### config.mk
export PLATFORM = sky130hd
export DESIGN_NAME = wm_phase_timer
export DESIGN_NICKNAME = d
export VERILOG_FILES = /design/src/rtl/wm_pkg.sv /design/src/rtl/wm_tick_prescaler.sv /design/src/rtl/wm_phase_timer.sv
export SDC_FILE = /design/constraint.sdc
export NUM_CORES = 1
export LEC_CHECK = 0
export ABC_AREA = 0
export CAP_MARGIN = 25
export CORE_MARGIN = 2
export CORE_UTILIZATION = 59
export CTS_CLUSTER_DIAMETER = 200
export DETAILED_ROUTE_END_ITERATION = 10
export GPL_ROUTABILITY_DRIVEN = 0
export GPL_TIMING_DRIVEN = 0
export HOLD_SLACK_MARGIN = 0.12
export PLACE_DENSITY = 0.85
export SETUP_SLACK_MARGIN = 0.02
export SLEW_MARGIN = 20
export SYNTH_ARGS = -nofsm -noshare
export SYNTH_HDL_FRONTEND = slang
export SYNTH_SLANG_ARGS = --single-unit
export TNS_END_PERCENT = 5
### constraint.sdc
create_clock -name clk -period 4 [get_ports clk]
set_input_delay 0.6 -clock clk [delete_from_list [all_inputs] [get_ports clk]]
set_output_delay 0.6 -clock clk [all_outputs]
set_load 0.05 [all_outputs]
### src/rtl/wm_pkg.sv
// Shared definitions for the washing-machine controller and its phase timer.
package wm_pkg;

  // Main controller state encodings.
  typedef enum logic [2:0] {
    CTRL_IDLE,
    CTRL_FILL,
    CTRL_WASH,
    CTRL_DRAIN,
    CTRL_RINSE,
    CTRL_SPIN
  } ctrl_state_e;

  // Phase timer states.
  typedef enum logic [2:0] {
    T_IDLE,
    T_RUN_CYCLE,
    T_RUN_SPIN,
    T_EXP_CYCLE,
    T_EXP_SPIN
  } timer_state_e;

  // Wash program codes; code 3 is treated like HEAVY.
  localparam logic [1:0] PROG_LIGHT  = 2'd0;
  localparam logic [1:0] PROG_NORMAL = 2'd1;
  localparam logic [1:0] PROG_HEAVY  = 2'd2;

  // True when a non-negative value is representable in the given bit width.
  function automatic bit fits_width(input int value, input int width);
    if (value < 0) return 1'b0;
    if (width >= 31) return 1'b1;
    return (value >> width) == 0;
  endfunction

endpackage

### src/rtl/wm_tick_prescaler.sv
// Divides clk into single-cycle ticks every PRESCALE enabled cycles.
// clr zeroes the phase so each timed phase starts on a full tick period.
module wm_tick_prescaler #(
  parameter int PRESCALE = 1000
) (
  input  logic clk,
  input  logic reset,
  input  logic clr,
  input  logic en,
  output logic tick
);

  localparam int PW = (PRESCALE > 1) ? $clog2(PRESCALE) : 1;
  localparam logic [PW-1:0] LAST = PW'(PRESCALE - 1);

  logic [PW-1:0] pcnt;
  logic          at_last;

  assign at_last = (pcnt == LAST);
  assign tick    = en & ~clr & at_last;

  // Count enabled cycles, wrapping on the last one of each tick period.
  always_ff @(posedge clk or posedge reset) begin
    if (reset) begin
      pcnt <= '0;
    end else if (clr) begin
      pcnt <= '0;
    end else if (en) begin
      if (at_last) pcnt <= '0;
      else         pcnt <= pcnt + PW'(1);
    end
  end

endmodule

### src/rtl/wm_phase_timer.sv
// Agitation and spin phase timer feeding the washing-machine controller.
//
// state        | meaning
// -------------+------------------------------------------------------
// T_IDLE       | no phase timed, count 0, waiting for cycle_run/spin_run
// T_RUN_CYCLE  | timing wash or rinse agitation
// T_RUN_SPIN   | timing spin
// T_EXP_CYCLE  | agitation time expired, cycle_timeout held until run drops
// T_EXP_SPIN   | spin time expired, spin_timeout held until run drops
//
// All outputs are registered and decoded alongside the state update, so the
// controller can react combinationally to them without forming a loop.
module wm_phase_timer
  import wm_pkg::*;
#(
  parameter int PRESCALE    = 1000,
  parameter int CNT_W       = 16,
  parameter int WASH_LIGHT  = 20,
  parameter int WASH_NORMAL = 40,
  parameter int WASH_HEAVY  = 60,
  parameter int RINSE_TICKS = 15,
  parameter int SPIN_TICKS  = 25
) (
  input  logic             clk,
  input  logic             reset,
  input  logic [1:0]       prog,
  input  logic             cycle_run,
  input  logic             rinse_sel,
  input  logic             spin_run,
  input  logic             pause,
  output logic             cycle_timeout,
  output logic             spin_timeout,
  output logic             busy,
  output logic [CNT_W-1:0] remaining
);

  localparam bit TICKS_FIT = fits_width(WASH_LIGHT, CNT_W)  &&
                             fits_width(WASH_NORMAL, CNT_W) &&
                             fits_width(WASH_HEAVY, CNT_W)  &&
                             fits_width(RINSE_TICKS, CNT_W) &&
                             fits_width(SPIN_TICKS, CNT_W);

  if (!TICKS_FIT) begin : g_bad_width
    $error("wm_phase_timer: a tick parameter does not fit in CNT_W bits");
  end
  if (PRESCALE < 1) begin : g_bad_prescale
    $error("wm_phase_timer: PRESCALE must be at least 1");
  end

  // A zero duration would never expire through the count==1 path, so it is
  // promoted to a single tick.
  localparam logic [CNT_W-1:0] LD_LIGHT  = CNT_W'((WASH_LIGHT  < 1) ? 1 : WASH_LIGHT);
  localparam logic [CNT_W-1:0] LD_NORMAL = CNT_W'((WASH_NORMAL < 1) ? 1 : WASH_NORMAL);
  localparam logic [CNT_W-1:0] LD_HEAVY  = CNT_W'((WASH_HEAVY  < 1) ? 1 : WASH_HEAVY);
  localparam logic [CNT_W-1:0] LD_RINSE  = CNT_W'((RINSE_TICKS < 1) ? 1 : RINSE_TICKS);
  localparam logic [CNT_W-1:0] LD_SPIN   = CNT_W'((SPIN_TICKS  < 1) ? 1 : SPIN_TICKS);

  timer_state_e     state;
  logic [CNT_W-1:0] count;
  logic [CNT_W-1:0] cycle_load;
  logic             running;
  logic             prs_en;
  logic             prs_clr;
  logic             tick;

  // Agitation duration: rinse overrides the program selection.
  always_comb begin
    cycle_load = LD_HEAVY;
    if (rinse_sel) begin
      cycle_load = LD_RINSE;
    end else begin
      case (prog)
        PROG_LIGHT:  cycle_load = LD_LIGHT;
        PROG_NORMAL: cycle_load = LD_NORMAL;
        PROG_HEAVY:  cycle_load = LD_HEAVY;
        default:     cycle_load = LD_HEAVY;
      endcase
    end
  end

  assign running = ((state == T_RUN_CYCLE) && cycle_run) ||
                   ((state == T_RUN_SPIN)  && spin_run);
  assign prs_en  = running & ~pause;
  assign prs_clr = (state == T_IDLE);

  wm_tick_prescaler #(
    .PRESCALE(PRESCALE)
  ) u_prescaler (
    .clk  (clk),
    .reset(reset),
    .clr  (prs_clr),
    .en   (prs_en),
    .tick (tick)
  );

  assign remaining = count;

  // Phase sequencing, tick down-count and registered output decode.
  always_ff @(posedge clk or posedge reset) begin
    if (reset) begin
      state         <= T_IDLE;
      count         <= '0;
      busy          <= 1'b0;
      cycle_timeout <= 1'b0;
      spin_timeout  <= 1'b0;
    end else begin
      case (state)
        T_IDLE: begin
          cycle_timeout <= 1'b0;
          spin_timeout  <= 1'b0;
          if (cycle_run) begin
            state <= T_RUN_CYCLE;
            count <= cycle_load;
            busy  <= 1'b1;
          end else if (spin_run) begin
            state <= T_RUN_SPIN;
            count <= LD_SPIN;
            busy  <= 1'b1;
          end else begin
            count <= '0;
            busy  <= 1'b0;
          end
        end
        T_RUN_CYCLE: begin
          if (!cycle_run) begin
            state <= T_IDLE;
            count <= '0;
            busy  <= 1'b0;
          end else if (tick) begin
            if (count == CNT_W'(1)) begin
              state         <= T_EXP_CYCLE;
              count         <= '0;
              busy          <= 1'b0;
              cycle_timeout <= 1'b1;
            end else begin
              count <= count - CNT_W'(1);
            end
          end
        end
        T_RUN_SPIN: begin
          if (!spin_run) begin
            state <= T_IDLE;
            count <= '0;
            busy  <= 1'b0;
          end else if (tick) begin
            if (count == CNT_W'(1)) begin
              state        <= T_EXP_SPIN;
              count        <= '0;
              busy         <= 1'b0;
              spin_timeout <= 1'b1;
            end else begin
              count <= count - CNT_W'(1);
            end
          end
        end
        T_EXP_CYCLE: begin
          if (!cycle_run) begin
            state         <= T_IDLE;
            cycle_timeout <= 1'b0;
          end
        end
        T_EXP_SPIN: begin
          if (!spin_run) begin
            state        <= T_IDLE;
            spin_timeout <= 1'b0;
          end
        end
        default: begin
          state         <= T_IDLE;
          count         <= '0;
          busy          <= 1'b0;
          cycle_timeout <= 1'b0;
          spin_timeout  <= 1'b0;
        end
      endcase
    end
  end

endmodule

==> impl_metrics.toml <==
[setup_path]
ff2ff_path_depth = 7
crit_fanout = 10
reg2reg_setup_slack_ns = 1.59
path_class = "reg -> reg"
crit_arrival_ns = 2.60
worstPathRequired_ns = 4.20
endpoint_kind = "register"
timing.rr.end = "busy"
start_kind = "register"
regToRegStartpoint = "u_prescaler.pcnt[0]"

[yosys]
synthArstFlopShare_pct = 100
synth_flop_cell = "dfrtp_1"
synth_area_um2 = 2070
synth_cell_types = 53
ys_seq_area_share_pct = 38.7
synth-edff-count = 0
syn_area_per_cell_um2 = 8.63
synth-seq-cells = 32
yosysWarnings = 0
synth_fp_nets = 251
synthCells = 240

[global_routing]
grt_pass1_wl_um = 9460
grt_max_degree = 33
antenna_found_initial = 0
grt_pass1_vias = 2060
grt_usage_pct = 30.0
grt_overflow = 0

[timing]
period_share_pct = 60.2
slew_viol_final = 0
fmax_ghz = 0.415
hold_violations = 0
timing.hold.ws_ns = 0.486
clock_skew_ns = 0.0134
relSlewSlack_pct = 55.9
tightest_slew_ns = 0.661
rsz0062_at_grt = "false"
setup_violations = 0
tns_ns = 0
min_period_ns = 2.41

[power_and_ir_drop]
power_frac_seq_pct = 50.8
p_clk_share_pct = 23.0
power.static_leakage_uw = 0.00101
swShare_pct = 35.0
p_int_uw = 455
peakVddDrop_v = 0.000237
p_sw_uw = 245
comb_power_share_pct = 26.2
power_density_nw_per_um2 = 289

[flow_run]
drv_cap = 0

[die]
ios = 27
initial_core_util_pct = 61.6
die_y_um = 63.2
die-area_um2 = 4000
rows = 21
coreArea_um2 = 3360
die_w_um = 63.2

[hold_path]
hp-start = "spin_timeout"
min-delay-path-class = "reg -> reg"
whs_endpoint = "spin_timeout"
hold_path_depth = 2

[clocking]
post_cts_resized = 0
numCtsBuffers = 5
cts_sinks = 32
cts_setup_buffers = 0
worstSkewPairLatency_ns = 0.34
postCtsHoldBufs = 0
h-tree-depth = 2
cts-root-buf = "clkbuf_4"
tritoncts = "done"
clock_tree.buffer_depth = 2
clk_transition_reported_paths_ns = 0.09

[outcome]
status = "completed"

[route]
wire_per_inst_um = 17.0
dr.pass1.iters = 5
route.antenna.remaining_nets = 0
drc = 0
first_iter_violations = 222
vias = 2098
route.final.wire_length_um = 5380
avgViaCountPerCell = 6.62

[finish]
nets = 284
antennaDiodeCount = 0
area_growth_pct = 17.2
drive_gt1_share_pct = 6.27

[place]
io_buffers = 26
dpl.hpwl_um = 3800
## metrics by stage
step	std cells	total power (µW)	cell area (µm²)	setup WS (ns)	utilization, %
2_1_floorplan	240	481	2070	1.89	-
3_3_place_gp	312	536	2390	1.33	71.0
3_5_place_dp	312	540	2390	1.30	71.0
4_1_cts	317	701	2430	1.64	72.1
5_1_grt	317	737	2430	1.41	72.1
6_report	317	700	2430	1.59	72.1
## critical path: stages (launching register included)
cell and delay (ns):
dfrtp_1 0.42, ha_1 0.25, nand4b_2 0.16, nor4_4 0.41
nand4_2 0.35, clkbuf_1 0.31, a21oi_1 0.25, o21ai_0 0.11
## cell usage in the layout (no fill, tap or decap), types with 8 or more instances in the layout
master / count
nand3_1: 10
a21oi_1: 9
inv_1: 13
dfrtp_1: 32
nor2_1: 11
clkbuf_1: 10
nor3_1: 9
o21ai_0: 16
a31oi_1: 10
clkdlybuf4s50_1: 26
nand4_1: 20
mux2i_1: 8
nand2_1: 23
## synth_stat cells, types with 3 or more instances
cell      number  share of area, %
a21oi_1        9               2.2
a31oi_1       10               3.0
and3_1         6               1.8
buf_2          3              0.72
clkbuf_1      10               1.8
dfrtp_1       32                39
ha_1           3               1.8
inv_1         14               2.5
mux2i_1        8               3.9
nand2_1       23               4.2
nand3_1       10               2.4
nand4_1       20               6.0
nor2_1        11               2.0
nor3_1         9               2.2
o211a_1        3               1.5
o211ai_1       3               1.1
o21a_1         4               1.5
o21ai_0       16               3.9
or3_1          5               1.5
## cell families after synthesis
| group | after synthesis | synth area share, % |
|---|---|---|
| buffers and inverters | 28 | 5.62 |
| XOR/XNOR | 1 | 0.423 |
| flip-flops | 32 | 38.7 |
| AND/OR/NAND/NOR | 103 | 28.3 |
| multiplexers | 8 | 3.87 |
| AO/OA/AOI/OAI | 65 | 21.3 |
| adder cells (fa/ha/maj) | 3 | 1.81 |
## power groups by stage
stage	logic [µW]	registers [µW]	clock network (µW)
global route	197	358	182
floorplan	89.0	393	0
detailed placement	178	361	0
global placement	175	361	0
CTS	180	355	166
finish	183	356	161
## state kept, by name, indices dropped and copies added, names as in the netlist
name              flops
u_prescaler.pcnt     10
cycle_timeout         1
remaining            16
state                 3
busy                  1
spin_timeout          1
## layout make-up
type | instances | area, µm²
repair buffers | 26 | 260
fillers | 290 | 937
flip-flops and latches | 32 | 801
plain buffers | 14 | 63.8
inverters | 14 | 52.6
well taps | 46 | 57.6
multi-input cells | 180 | 1150
clock buffers | 5 | 37.5
## metal layers
layer  vias to the layer above  GRT usage [%]  part of all wire (%)
met5                         -              0                     0
met1                      1008           37.5                    43
met3                        16           6.96                   6.2
met4                         0           13.6                   2.6
li1                        980              -                     -
met2                        94           49.3                    48
## how the worst max path moves through the flow
stage | start | end | cells after the start
after global placement | spin_run | u_prescaler.pcnt[5] | 7
after global routing | u_prescaler.pcnt[0] | busy | 7
after detailed placement | spin_run | u_prescaler.pcnt[3] | 7
final | u_prescaler.pcnt[0] | busy | 7
after CTS | spin_run | u_prescaler.pcnt[5] | 7
after floorplan | remaining[6] | remaining[6] | 7
(Power assumes the default switching activity.)
